[src/rtl/crc_frame_pkg.sv]
// Shared types and constants for the CRC frame builder: FSM state encoding,
// default bus geometry and the WAIT_CRC timeout length.
package crc_frame_pkg;

  localparam int DEF_WIDTH   = 16;
  localparam int DEF_DEPTH   = 8;
  localparam int CRC_TIMEOUT = 64;

  typedef enum logic [2:0] {
    IDLE,
    FILL,
    WAIT_CRC,
    SEND,
    SEND_CRC
  } state_t;

endpackage

[src/rtl/crc_frame_builder_if.sv]
// Word stream with valid/ready handshake and an end-of-frame marker.
// The master drives data/valid/last; the slave returns ready.
interface crc_frame_builder_if #(
  parameter int WIDTH = 16
);
  logic [WIDTH-1:0] data;
  logic             valid;
  logic             last;
  logic             ready;

  modport master (output data, output valid, output last, input ready);
  modport slave  (input data, input valid, input last, output ready);
endinterface

[src/rtl/crc_frame_fifo.sv]
// Single-frame payload buffer: write, pop and flush take effect on the clock edge.
// Head word is visible combinationally from storage; the caller must not write when full.
module crc_frame_fifo #(
  parameter int WIDTH = 16,
  parameter int DEPTH = 8
) (
  input  logic                     clk,
  input  logic                     rst,
  input  logic                     wr_en,
  input  logic [WIDTH-1:0]         wr_data,
  input  logic                     pop,
  input  logic                     flush,
  output logic [WIDTH-1:0]         rd_data,
  output logic                     full,
  output logic                     empty,
  output logic [$clog2(DEPTH):0]   count
);
  localparam int AW = $clog2(DEPTH);
  localparam int CW = AW + 1;

  logic [WIDTH-1:0] mem [DEPTH];
  logic [AW-1:0]    wr_ptr_q;
  logic [AW-1:0]    rd_ptr_q;
  logic [CW-1:0]    count_q;
  logic             do_wr;
  logic             do_pop;

  assign do_wr  = wr_en && !full && !flush;
  assign do_pop = pop && !empty && !flush;

  // Storage is not reset; only the pointers define what is valid.
  always_ff @(posedge clk) begin
    if (do_wr) begin
      mem[wr_ptr_q] <= wr_data;
    end
  end

  always_ff @(posedge clk or negedge rst) begin
    if (!rst) begin
      wr_ptr_q <= '0;
      rd_ptr_q <= '0;
      count_q  <= '0;
    end else if (flush) begin
      wr_ptr_q <= '0;
      rd_ptr_q <= '0;
      count_q  <= '0;
    end else begin
      if (do_wr) begin
        wr_ptr_q <= wr_ptr_q + AW'(1);
      end
      if (do_pop) begin
        rd_ptr_q <= rd_ptr_q + AW'(1);
      end
      case ({do_wr, do_pop})
        2'b10:   count_q <= count_q + CW'(1);
        2'b01:   count_q <= count_q - CW'(1);
        default: count_q <= count_q;
      endcase
    end
  end

  assign rd_data = mem[rd_ptr_q];
  assign full    = (count_q == CW'(DEPTH));
  assign empty   = (count_q == '0);
  assign count   = count_q;

endmodule

[src/rtl/crc_frame_builder.sv]
// Buffers one payload frame, then emits payload + CRC word; m_valid one cycle after last word/CRC.
// Payload stalls (s_ready=0) until the frame is sent; output held stable under m_ready=0. Option: CRC_FRAME_TIMEOUT_EN.
module crc_frame_builder
  import crc_frame_pkg::*;
#(
  parameter int WIDTH = DEF_WIDTH,
  parameter int DEPTH = DEF_DEPTH
) (
  input  logic                clk,
  input  logic                rst,
  crc_frame_builder_if.slave  s_if,
  input  logic [WIDTH-1:0]    crc_i,
  input  logic                crc_valid_i,
  crc_frame_builder_if.master m_if,
  output logic                frame_err
);
  localparam int CW = $clog2(DEPTH) + 1;

  state_t           state_q, state_d;
  logic [WIDTH-1:0] crc_q;
  logic             crc_seen_q;
  logic             frame_err_q;
  logic             rdy_en_q;

  logic             wr_en, pop, flush;
  logic             ovf, tmo_hit, crc_cap, s_acc, last_word, frame_done;
  logic [WIDTH-1:0] fifo_head;
  logic             fifo_full, fifo_empty;
  logic [CW-1:0]    fifo_count;

  crc_frame_fifo #(
    .WIDTH (WIDTH),
    .DEPTH (DEPTH)
  ) u_fifo (
    .clk     (clk),
    .rst     (rst),
    .wr_en   (wr_en),
    .wr_data (s_if.data),
    .pop     (pop),
    .flush   (flush),
    .rd_data (fifo_head),
    .full    (fifo_full),
    .empty   (fifo_empty),
    .count   (fifo_count)
  );

`ifdef CRC_FRAME_TIMEOUT_EN
  localparam int TW = $clog2(CRC_TIMEOUT);
  logic [TW-1:0] tmo_cnt_q;

  always_ff @(posedge clk or negedge rst) begin
    if (!rst) begin
      tmo_cnt_q <= '0;
    end else if (state_q == WAIT_CRC) begin
      tmo_cnt_q <= tmo_cnt_q + TW'(1);
    end else begin
      tmo_cnt_q <= '0;
    end
  end

  assign tmo_hit = (state_q == WAIT_CRC) && !crc_seen_q && !crc_valid_i &&
                   (tmo_cnt_q == TW'(CRC_TIMEOUT - 1));
`else
  assign tmo_hit = 1'b0;
`endif

  // rdy_en_q keeps s_ready low through reset and for the first edge after it.
  assign s_if.ready = rdy_en_q && !fifo_full && ((state_q == IDLE) || (state_q == FILL));
  assign m_if.valid = ((state_q == SEND) && !fifo_empty) || (state_q == SEND_CRC);
  assign m_if.last  = (state_q == SEND_CRC);
  assign m_if.data  = (state_q == SEND)     ? fifo_head :
                      (state_q == SEND_CRC) ? crc_q     : '0;
  assign frame_err  = frame_err_q;

  assign s_acc      = s_if.valid && s_if.ready;
  assign last_word  = s_if.last || (fifo_count == CW'(DEPTH - 1));
  assign crc_cap    = crc_valid_i && ((state_q == FILL) || (state_q == WAIT_CRC));
  assign frame_done = (state_q == SEND_CRC) && m_if.ready;

  always_comb begin
    state_d = state_q;
    wr_en   = 1'b0;
    pop     = 1'b0;
    flush   = 1'b0;
    ovf     = 1'b0;
    case (state_q)
      IDLE, FILL: begin
        if (s_acc) begin
          wr_en   = 1'b1;
          state_d = FILL;
          if (last_word) begin
            ovf = !s_if.last;
            // A CRC already latched (or arriving now) skips WAIT_CRC entirely.
            if ((state_q == FILL) && (crc_seen_q || crc_valid_i)) begin
              state_d = SEND;
            end else begin
              state_d = WAIT_CRC;
            end
          end
        end
      end
      WAIT_CRC: begin
        if (crc_seen_q || crc_valid_i) begin
          state_d = SEND;
        end else if (tmo_hit) begin
          flush   = 1'b1;
          state_d = IDLE;
        end
      end
      SEND: begin
        if (m_if.ready && !fifo_empty) begin
          pop = 1'b1;
          if (fifo_count == CW'(1)) begin
            state_d = SEND_CRC;
          end
        end
      end
      SEND_CRC: begin
        if (m_if.ready) begin
          state_d = IDLE;
        end
      end
      default: state_d = IDLE;
    endcase
  end

  always_ff @(posedge clk or negedge rst) begin
    if (!rst) begin
      state_q     <= IDLE;
      crc_q       <= '0;
      crc_seen_q  <= 1'b0;
      frame_err_q <= 1'b0;
      rdy_en_q    <= 1'b0;
    end else begin
      state_q     <= state_d;
      frame_err_q <= ovf || tmo_hit;
      rdy_en_q    <= 1'b1;
      if (crc_cap) begin
        crc_q      <= crc_i;
        crc_seen_q <= 1'b1;
      end else if (frame_done || tmo_hit) begin
        crc_seen_q <= 1'b0;
      end
    end
  end

endmodule

[src/flat_wrapper.sv]
// flat-port wrapper written by rule: the top's interface ports become plain ports
module crc_frame_builder_flat import crc_frame_pkg::*;
#(
  parameter int WIDTH = DEF_WIDTH,
  parameter int DEPTH = DEF_DEPTH
)
  (clk, rst, crc_i, crc_valid_i, frame_err, s_if_data, s_if_valid, s_if_last, s_if_ready, m_if_data, m_if_valid, m_if_last, m_if_ready);
  crc_frame_builder_if #(.WIDTH(WIDTH)) s_if_i ();
  crc_frame_builder_if #(.WIDTH(WIDTH)) m_if_i ();
  input  logic clk;
  input  logic rst;
  input  logic [WIDTH-1:0] crc_i;
  input  logic crc_valid_i;
  output logic frame_err;
  input wire logic [$bits(s_if_i.data)-1:0] s_if_data;
  input wire logic [$bits(s_if_i.valid)-1:0] s_if_valid;
  input wire logic [$bits(s_if_i.last)-1:0] s_if_last;
  output wire logic [$bits(s_if_i.ready)-1:0] s_if_ready;
  output wire logic [$bits(m_if_i.data)-1:0] m_if_data;
  output wire logic [$bits(m_if_i.valid)-1:0] m_if_valid;
  output wire logic [$bits(m_if_i.last)-1:0] m_if_last;
  input wire logic [$bits(m_if_i.ready)-1:0] m_if_ready;
  assign s_if_i.data = s_if_data;
  assign s_if_i.valid = s_if_valid;
  assign s_if_i.last = s_if_last;
  assign s_if_ready = s_if_i.ready;
  assign m_if_data = m_if_i.data;
  assign m_if_valid = m_if_i.valid;
  assign m_if_last = m_if_i.last;
  assign m_if_i.ready = m_if_ready;
  crc_frame_builder #(.WIDTH(WIDTH), .DEPTH(DEPTH)) u_core (.clk(clk), .rst(rst), .s_if(s_if_i), .crc_i(crc_i), .crc_valid_i(crc_valid_i), .m_if(m_if_i), .frame_err(frame_err));
endmodule
[config.mk]
export PLATFORM = sky130hd
export DESIGN_NAME = crc_frame_builder_flat
export DESIGN_NICKNAME = d
export VERILOG_FILES = /design/src/rtl/crc_frame_pkg.sv /design/src/rtl/crc_frame_builder_if.sv /design/src/rtl/crc_frame_fifo.sv /design/src/rtl/crc_frame_builder.sv /design/src/flat_wrapper.sv
export SDC_FILE = /design/constraint.sdc
export NUM_CORES = 1
export LEC_CHECK = 0
export ABC_CLOCK_PERIOD_IN_PS = 3760
export CORE_ASPECT_RATIO = 0.9
export CORE_MARGIN = 10
export CORE_UTILIZATION = 25
export DETAILED_ROUTE_END_ITERATION = 6
export GPL_TIMING_DRIVEN = 1
export HOLD_SLACK_MARGIN = 0.12
export PLACE_DENSITY_LB_ADDON = 0.3
export SLEW_MARGIN = 20
export SYNTH_ARGS = -nofsm -noshare
export SYNTH_HDL_FRONTEND = slang
export SYNTH_SLANG_ARGS = --single-unit
[constraint.sdc]
create_clock -name clk -period 3.76 [get_ports clk]
set_clock_uncertainty 0.15 [all_clocks]
set_input_delay 0.376 -clock clk [delete_from_list [all_inputs] [get_ports clk]]
set_output_delay 0.376 -clock clk [all_outputs]
set_load 0.01 [all_outputs]
==> results of run 1 <==
-- power by group through the flow --
stage | clock network [mW] | logic (mW) | registers (mW)
3_3_place_gp | 0 | 1.83 | 2.38
5_1_grt | 1.89 | 1.99 | 2.39
6_report | 1.74 | 1.82 | 2.36
3_5_place_dp | 0 | 1.86 | 2.39
4_1_cts | 1.79 | 1.87 | 2.36
2_1_floorplan | 0 | 1.24 | 2.27
-- sequential cells by signal (all words and copies together) (netlist names) --
signal	cells
u_core.u_fifo.mem	128
u_core.crc_q	16
u_core.u_fifo.count	4
u_core.state_q	3
u_core.u_fifo.rd_ptr_q	3
u_core.u_fifo.wr_ptr_q	3
u_core.crc_seen_q	1
u_core.frame_err	1
u_core.rdy_en_q	1
-- metrics by stage --
| step | hold slack [ns] | util [%] | setup slack [ns] | cell area, µm² | cells |
|---|---|---|---|---|---|
| finish | 0.339 | 31.8 | 0.564 | 8230 | 833 |
| global placement | 0.318 | 29.5 | 0.972 | 7620 | 800 |
| floorplan | -0.0696 | - | 0.133 | 6520 | 399 |
| CTS | 0.342 | 31.8 | 0.483 | 8230 | 833 |
| detailed placement | 0.326 | 29.5 | 0.938 | 7620 | 800 |
| global route | 0.348 | 31.8 | 0.392 | 8230 | 833 |
-- final cells by class --
type | count | share of cell area, %
flip-flops and latches | 160 | 56.5
multi-input cells | 214 | 21.9
repair buffers | 75 | 8.85
well taps | 348 | 5.29
clock buffers | 18 | 5.22
clock inverters | 14 | 2.08
inverters | 4 | 0.183
-- cell usage in the layout, fill, tap and decap left out, drive strengths merged, types with 4 or more instances in the layout --
cell type,n
a21oi,18
buf,18
clkbuf,18
clkdlybuf4s50,56
clkinv,5
dfrtp,32
edfxtp,128
ha,7
inv,10
mux2,18
mux2i,33
mux4,16
nand2,56
nor2,7
nor3b,5
o211ai,16
xnor2,5
xor2,4
-- cell families after synthesis --
| group | count (synthesis) | synth area share (%) |
|---|---|---|
| buffers and inverters | 25 | 1.86 |
| AND/OR/NAND/NOR | 88 | 6.52 |
| multiplexers | 67 | 13.7 |
| other | 1 | 0.0575 |
| AO/OA/AOI/OAI | 42 | 4.12 |
| flip-flops | 160 | 71.2 |
| adder cells (fa/ha/maj) | 7 | 1.34 |
| XOR/XNOR | 9 | 1.21 |
-- repair_timing --
| item | 4_1_cts | 5_1_grt |
|---|---|---|
| endpoints found under the hold margin | 32 | 0 |
| endpoints found under the setup margin | 0 | 0 |
| setup buffers | 0 | 0 |
| gates resized for setup | 0 | 0 |
| hold buffers | 1 | 0 |
-- cells in the mapped netlist, drive strengths merged (2+ instances only) --
library cell    n  area [µm²]
mux4           16         360
nor2b           3        18.8
xor2            4        35.0
a21oi          18        90.1
clkbuf          8        30.0
nor2            7        26.3
nand2          56         210
nand3b          2        18.8
edfxtp        128        3840
o21ai           3        15.0
mux2i          33         330
xnor2           5        43.8
dfrtp          32         801
or2             2        12.5
nor4b           2        17.5
mux2           18         203
inv             4        15.0
ha              7        87.6
nor3b           5        48.8
nor3            2        10.0
o211ai         16         120
buf            13        76.3
-- layer usage --
metal / share of wire, % / vias to the layer above / global-route usage [%]
met2: 46 / 82 / 14.3
met4: 1.5 / 0 / 3.02
met3: 4.7 / 15 / 3.06
met5: 0 / - / 0
met1: 48 / 1821 / 12.3
li1: - / 1670 / -
-- worst paths after layout --
kind                            slack, ns  depth (start not counted)                   endpoint                 startpoint
worst min register to register       0.34                          1            u_core.crc_q[7]            u_core.crc_q[7]
worst max-delay path                 0.56                          5               m_if_data[9]  u_core.u_fifo.rd_ptr_q[1]
min in group asynchronous            0.47                          2     u_core.u_fifo.count[2]                        rst
worst min-delay path                 0.34                          1            u_core.crc_q[7]            u_core.crc_q[7]
max in group asynchronous            2.38                          2  u_core.u_fifo.rd_ptr_q[1]                        rst
worst max register to register       1.02                          7   u_core.u_fifo.mem[2][11]     u_core.u_fifo.count[0]
==> metrics, run 1 <==
row count 56; CP delay by family, top buffers and inverters; RD Place Congestion 0.732; layout cells sized above 1 17.9%; Worst EP required 3.23 ns; crit path time final 3.20 ns; DPL Wire Length 9.64 mm; CP max stage cell dfrtp_2; Logic pwr share 30.8%; mapped cell area 6520 µm²; max incr delay on CP 0.59 ns; relative slew slack 41.6%; Syn Nets 444; Finish-stage setup viols 0; class of the worst hold path flip-flop to flip-flop; initial antenna violation count 0; Sw Ratio 31.6%; clock root cell clkbuf_16; power density over cell area 719 nW/µm²; period utilization 85.0%; clock network power share 29.4%; CP Class flip-flop to primary output; Post-Route WL 14.9 mm; core area 25900 µm²; Layout area overhead 26.1%; H-tree lvl count 4; CP Cell Sequence buf_12, mux4_2, o211ai_1, nand2_1, clkdlybuf4s50_1; Synth Instances 399; Avg Cell Area, Syn 16.4 µm²; clock buffer depth 2; drt pass-1 iters 6; initial core utilization 25.2%; clk sinks 160; Crit. End Element primary output; unrepaired setup endpoints after global routing false; multi-input logic area 1800 µm²; CTS tree done; Antenna diodes 0; number of max-cap violations 0; FMAX 313 MHz; Peak VDD IR 0.352 mV; die area 33000 µm²; Synth cell types 43; Cell Int Power 4.05 mW; largest net degree at the start of global routing 33; PortBufs 57; Chip Width 190 µm; gr usage total 9.39%; TritonCTS buffer count 17; Storage cell area 4650 µm²; status finished clean; Post-synth EDFFs 128; wire per inst 17.9 µm; Nets 517; clock-pin slew on the worst setup and hold paths 0.06 ns; Buf+Inv Stages, Crit Path 2; total power 5.92 mW; Lkg Pwr 2.87 nW; fin. max-slew vios 0; asr flop ratio synth 20.0%; routed vias 3588; Least-Margin Pin Slew 0.876 ns; arrival time worst endpoint 2.67 ns; initial drt markers 256; via density per instance 4.31; Die Ht 173 µm; first-pass GRT wire length 23.3 mm; part of the power in registers 39.8%; worst skew pair latency 0.42 ns; Fin. Hold Viols 0; synth warn 0; GR Overflow Total 0; Worst setup SP type flip-flop; Fillers 2489; Top-Level Pins 58; largest fanout on the critical path 29; share of the yosys chip area belonging to registers 71.2%; Sw Pwr 1.87 mW; Routed Antenna Nets 0; vias in the first global route 3792; Most used DFF post-synth edfxtp_1; final sum of negative setup slack 0 ns; Synth Register Bits 160; DRC 0
(Power assumes the default switching activity.)
==> run 2, diff against run 1 <==
Settings changed: ABC_CLOCK_PERIOD_IN_PS 3760 to 3000, CTS_BUF_LIST from default to sky130_fd_sc_hd__clkbuf_8, SKIP_LAST_GASP from default to 1.
Clock period 3.76 ns to 3 ns, I/O delays scaled along.
==> metrics, run 2 (same netlist as run 1, synthesis figures left out) <==
core area 25900 µm² (unchanged); DRC 0 (unchanged); critical path startpoint u_core.u_fifo.rd_ptr_q[1]; Top-Level Pins 58 (unchanged); multi-input logic area 1830 µm² (+1.5%); gr usage total 9.61% (+0.23 points); status finished clean; vias in the first global route 3804 (+0.32%); RD Place Congestion 0.725 (-0.89%); r2r startpoint u_core.u_fifo.count[0]; Least-Margin Pin Slew 0.898 ns (+0.0222 ns); clock root cell clkbuf_8; largest fanout on the critical path 14 (-52%); clock-pin slew on the worst setup and hold paths 0.09 ns (+0.03 ns); Fin. Hold Viols 0 (unchanged); Storage cell area 4650 µm² (about the same); total power 6.91 mW (+17%); worst skew pair latency 0.46 ns (+0.04 ns); PortBufs 57 (unchanged); clk sinks 160 (unchanged); class of the worst hold path input pin to flip-flop; Antenna diodes 0 (unchanged); Post-Route WL 15.6 mm (+4.6%); FMAX 348 MHz; relative slew slack 40.1% (-1.5 points); final core occ 31.5% (-0.30 points); Crit. End Element primary output; Worst setup SP type flip-flop; Die Ht 173 µm (unchanged); final sum of negative setup slack 0 ns (unchanged); fin. max-slew vios 0 (unchanged); arrival time worst endpoint 2.42 ns (-0.25 ns); CP Class flip-flop to primary output; die area 33000 µm² (unchanged); via density per instance 4.29 (-0.32%); Reg with most FFs u_core.u_fifo.mem; initial core utilization 25.2% (unchanged); worst hold start crc_i[10]; commonest non-fill, non-tap cell in the layout edfxtp_1; row count 56 (unchanged); GR Overflow Total 0 (unchanged); clock buffer depth 2 (unchanged); initial antenna violation count 0 (unchanged); most frequent cells in the layout edfxtp_1 (128), nand2_1 (56), clkdlybuf4s50_1 (54), mux2i_1 (33), dfrtp_1 (30); Peak VDD IR 0.399 mV (+13%); CTS tree done; layout cells sized above 1 20.1% (+2.2 points); Lkg Pwr 2.87 nW (+0.13%); number of flip-flops in the largest register 128 (unchanged); initial drt markers 270 (+5.5%); crit path time final 2.87 ns; Nets 529 (+2.3%); drt pass-1 iters 4 (-2); number of max-cap violations 0 (unchanged); wire per inst 18.5 µm (+3.1%); Post-Layout Cell Count 845 (+1.4%); Hold WS 0.279 ns (-0.0598 ns); H-tree lvl count 4 (unchanged); Fillers 2534 (+1.8%); period utilization 95.8%; routed vias 3628 (+1.1%); Finish-stage setup viols 0 (unchanged); TritonCTS buffer count 17 (unchanged); Layout area overhead 24.9%; largest net degree at the start of global routing 33 (unchanged); Worst EP required 2.55 ns (-0.68 ns); DPL Wire Length 9.73 mm (+0.85%); Routed Antenna Nets 0 (unchanged); Chip Width 190 µm (unchanged); placed insts 805 (+0.63%); power density over cell area 849 nW/µm² (+18%); first-pass GRT wire length 23.5 mm (+1.0%)
run 2: cell count changes in the layout (fill, tap and decap cells not counted), moves of 2 or more:
cell	change
clkbuf_8	+17
clkbuf_16	-16
nor4b_2	-2
bufinv_16	-2
buf_4	+10
nor4b_4	+2
clkinvlp_4	+2
clkdlybuf4s50_1	-2
dlymetal6s2s_1	+2
run 2: worst max-delay path, stage by stage (launching register included):
cell             delay (ns)
dfrtp_2                0.43
buf_12                 0.17
buf_4                  0.13
mux4_2                 0.48
o211ai_1               0.19
nand2_1                0.07
clkdlybuf4s50_1        0.48
run 2: where the power goes:
| part | internal [mW] | switching (mW) |
|---|---|---|
| clock | 0.596 | 0.869 |
| sequential | 2.68 | 0.291 |
| combinational | 1.26 | 1.21 |
| total | 4.54 | 2.37 |
run 2: layer usage:
metal | wire length [µm] | track usage (%)
met1 | 7350 | 12.6
met2 | 7270 | 14.7
met3 | 750 | 3.04
met4 | 251 | 3.18
met5 | 0 | 0
run 2: stage by stage:
stage	cell area, µm²	setup WS [ns]
6_report	8150	0.127
5_1_grt	8150	-0.00451
4_1_cts	8060	-0.0238
3_5_place_dp	7680	0.369
3_3_place_gp	7680	0.456
2_1_floorplan	6550	-0.0149
run 2: final cells by class:
type	count	share of cell area, %
Sequential cell	160	57.0
Inverter	4	0.184
Tap cell	348	5.34
Multi-Input combinational cell	214	22.4
Timing Repair Buffer	87	10.5
Clock buffer	17	2.87
Clock inverter	15	1.66
run 2: path summary, 6_finish.rpt:
kind / slack (ns) / to / depth (start not counted)
hold / removal: 0.28 / u_core.crc_q[10] / 2
max in group asynchronous: 1.72 / u_core.u_fifo.rd_ptr_q[1] / 2
setup reg to reg: 0.36 / u_core.u_fifo.mem[2][6] / 7
min in group asynchronous: 0.35 / u_core.crc_q[0] / 2
hold reg to reg: 0.35 / u_core.crc_q[10] / 1
setup / recovery: 0.13 / m_if_data[13] / 6
run 2: what timing repair did:
action,CTS,global route
cloned,0,1
hold buffers,1,0
endpoints found under the hold margin,32,0
pin swaps,0,2
setup buffers,0,6
resized for setup,2,4
endpoints found under the setup margin,9,14
==> run 3, diff against run 2 <==
Settings changed: CTS_BUF_LIST sky130_fd_sc_hd__clkbuf_8 to default.
==> metrics, run 3 (same netlist as run 1, synthesis figures left out) <==
H-tree lvl count 4 (unchanged); Worst setup SP type flip-flop; clock root cell clkbuf_16; Lkg Pwr 2.93 nW (+1.9%); Least-Margin Pin Slew 0.913 ns (+0.0147 ns); Nets 530 (+0.19%); relative slew slack 39.1% (-0.98 points); number of flip-flops in the largest register 128 (unchanged); GR Overflow Total 0 (unchanged); initial drt markers 253 (-6.3%); fin. max-slew vios 0 (unchanged); wire per inst 18.6 µm (+0.32%); status finished clean; row count 56 (unchanged); RD Place Congestion 0.725 (unchanged); TritonCTS buffer count 17 (unchanged); worst skew pair latency 0.43 ns (-0.03 ns); crit path time final 2.88 ns (+0.0113 ns); Hold WS 0.310 ns (+0.0312 ns); CP Class flip-flop to primary output; Peak VDD IR 0.443 mV (+11%); Fin. Hold Viols 0 (unchanged); clock buffer depth 2 (unchanged); routed vias 3657 (+0.80%); final sum of negative setup slack 0 ns (unchanged); Antenna diodes 0 (unchanged); multi-input logic area 1830 µm² (unchanged); Finish-stage setup viols 0 (unchanged); Fillers 2510 (-0.95%); most frequent cells in the layout edfxtp_1 (128), nand2_1 (56), clkdlybuf4s50_1 (56), mux2i_1 (33), dfrtp_1 (30); Top-Level Pins 58 (unchanged); die area 33000 µm² (unchanged); initial core utilization 25.2% (unchanged); period utilization 96.2% (+0.38 points); commonest non-fill, non-tap cell in the layout edfxtp_1; drt pass-1 iters 4 (unchanged); Routed Antenna Nets 0 (unchanged); Post-Route WL 15.7 mm (+0.44%); power density over cell area 898 nW/µm² (+5.8%); Worst EP required 2.55 ns (about the same); first-pass GRT wire length 23.6 mm (+0.26%); Reg with most FFs u_core.u_fifo.mem; clock-pin slew on the worst setup and hold paths 0.07 ns (-0.02 ns); FMAX 347 MHz (-0.39%); number of max-cap violations 0 (unchanged); core area 25900 µm² (unchanged); Crit. End Element primary output; clk sinks 160 (unchanged); Chip Width 190 µm (unchanged); class of the worst hold path input pin to flip-flop; DPL Wire Length 9.73 mm (unchanged); largest net degree at the start of global routing 33 (unchanged); arrival time worst endpoint 2.43 ns (about the same); layout cells sized above 1 20.3% (+0.16 points); PortBufs 57 (unchanged); DRC 0 (unchanged); via density per instance 4.32 (+0.68%); vias in the first global route 3834 (+0.79%); CTS tree done; Layout area overhead 27.7%; Storage cell area 4650 µm² (unchanged); gr usage total 9.65% (+0.038 points); largest fanout on the critical path 18 (+4); total power 7.48 mW (+8.2%); unrepaired setup endpoints after global routing true; Die Ht 173 µm (unchanged); initial antenna violation count 0 (unchanged)
run 3: cell count changes in the layout (fill, tap and decap cells not counted), sizes merged:
cell,change
dlymetal6s2s,-2
buf,+1
inv,-1
clkbuf,+1
clkdlybuf4s50,+2
run 3: metal layers:
layer	track usage (%)	vias up	part of all wire, %
li1	-	1686	-
met1	12.6	1856	47
met2	14.8	95	46
met3	2.98	20	5.5
met4	3.48	0	1.6
met5	0	-	0
run 3: final timing paths:
| kind | from | end | slack, ns | depth (start not counted) |
|---|---|---|---|---|
| min | crc_i[10] | u_core.crc_q[10] | 0.31 | 2 |
| min in group asynchronous | rst | u_core.crc_q[0] | 0.39 | 2 |
| max | u_core.u_fifo.rd_ptr_q[1] | m_if_data[1] | 0.12 | 5 |
| max in group asynchronous | rst | u_core.u_fifo.rd_ptr_q[1] | 1.67 | 2 |
| min reg2reg | u_core.crc_q[10] | u_core.crc_q[10] | 0.34 | 1 |
| max reg2reg | u_core.u_fifo.count[0] | u_core.u_fifo.mem[2][6] | 0.36 | 7 |
run 3: per-stage QoR:
stage,utilization [%],setup slack (ns),instance area (µm²),instances
floorplan,-,-0.0149,6550,399
detailed placement,29.7,0.369,7680,805
global route,32.2,-0.0121,8330,846
CTS,31.9,0.000413,8250,838
global placement,29.7,0.456,7680,805
finish,32.2,0.115,8330,846
run 3: what timing repair did:
| item | 4_1_cts | 5_1_grt |
|---|---|---|
| hold buffers | 1 | 0 |
| endpoints found under the hold margin | 32 | 0 |
| pin swaps | 0 | 1 |
| buffers inserted | 0 | 7 |
| gates cloned | 0 | 1 |
| gates resized for setup | 1 | 1 |
| endpoints found under the setup margin | 1 | 8 |
run 3: layout make-up:
class                      count  share of cell area [%]
clock buffer                  18                    5.15
clock inverter                14                    1.58
inverter                       4                   0.180
multi-input combinational    214                    21.9
sequential                   160                    55.8
tap                          348                    5.23
timing repair buffer          88                    10.2
run 3: report_power, final:
group	leakage, nW	switching (mW)	total, mW	internal, mW
Clock	0.263	0.948	2.03	1.09
Combinational	1.14	1.21	2.47	1.26
Sequential	1.53	0.288	2.98	2.69
Total	2.93	2.45	7.48	5.03
run 3: critical path, cell delays in order (launching register included):
cell and delay (ns):
dfrtp_2 0.40, buf_6 0.26, mux4_2 0.54, o211ai_1 0.23, nand2_1 0.09, clkdlybuf4s50_1 0.49
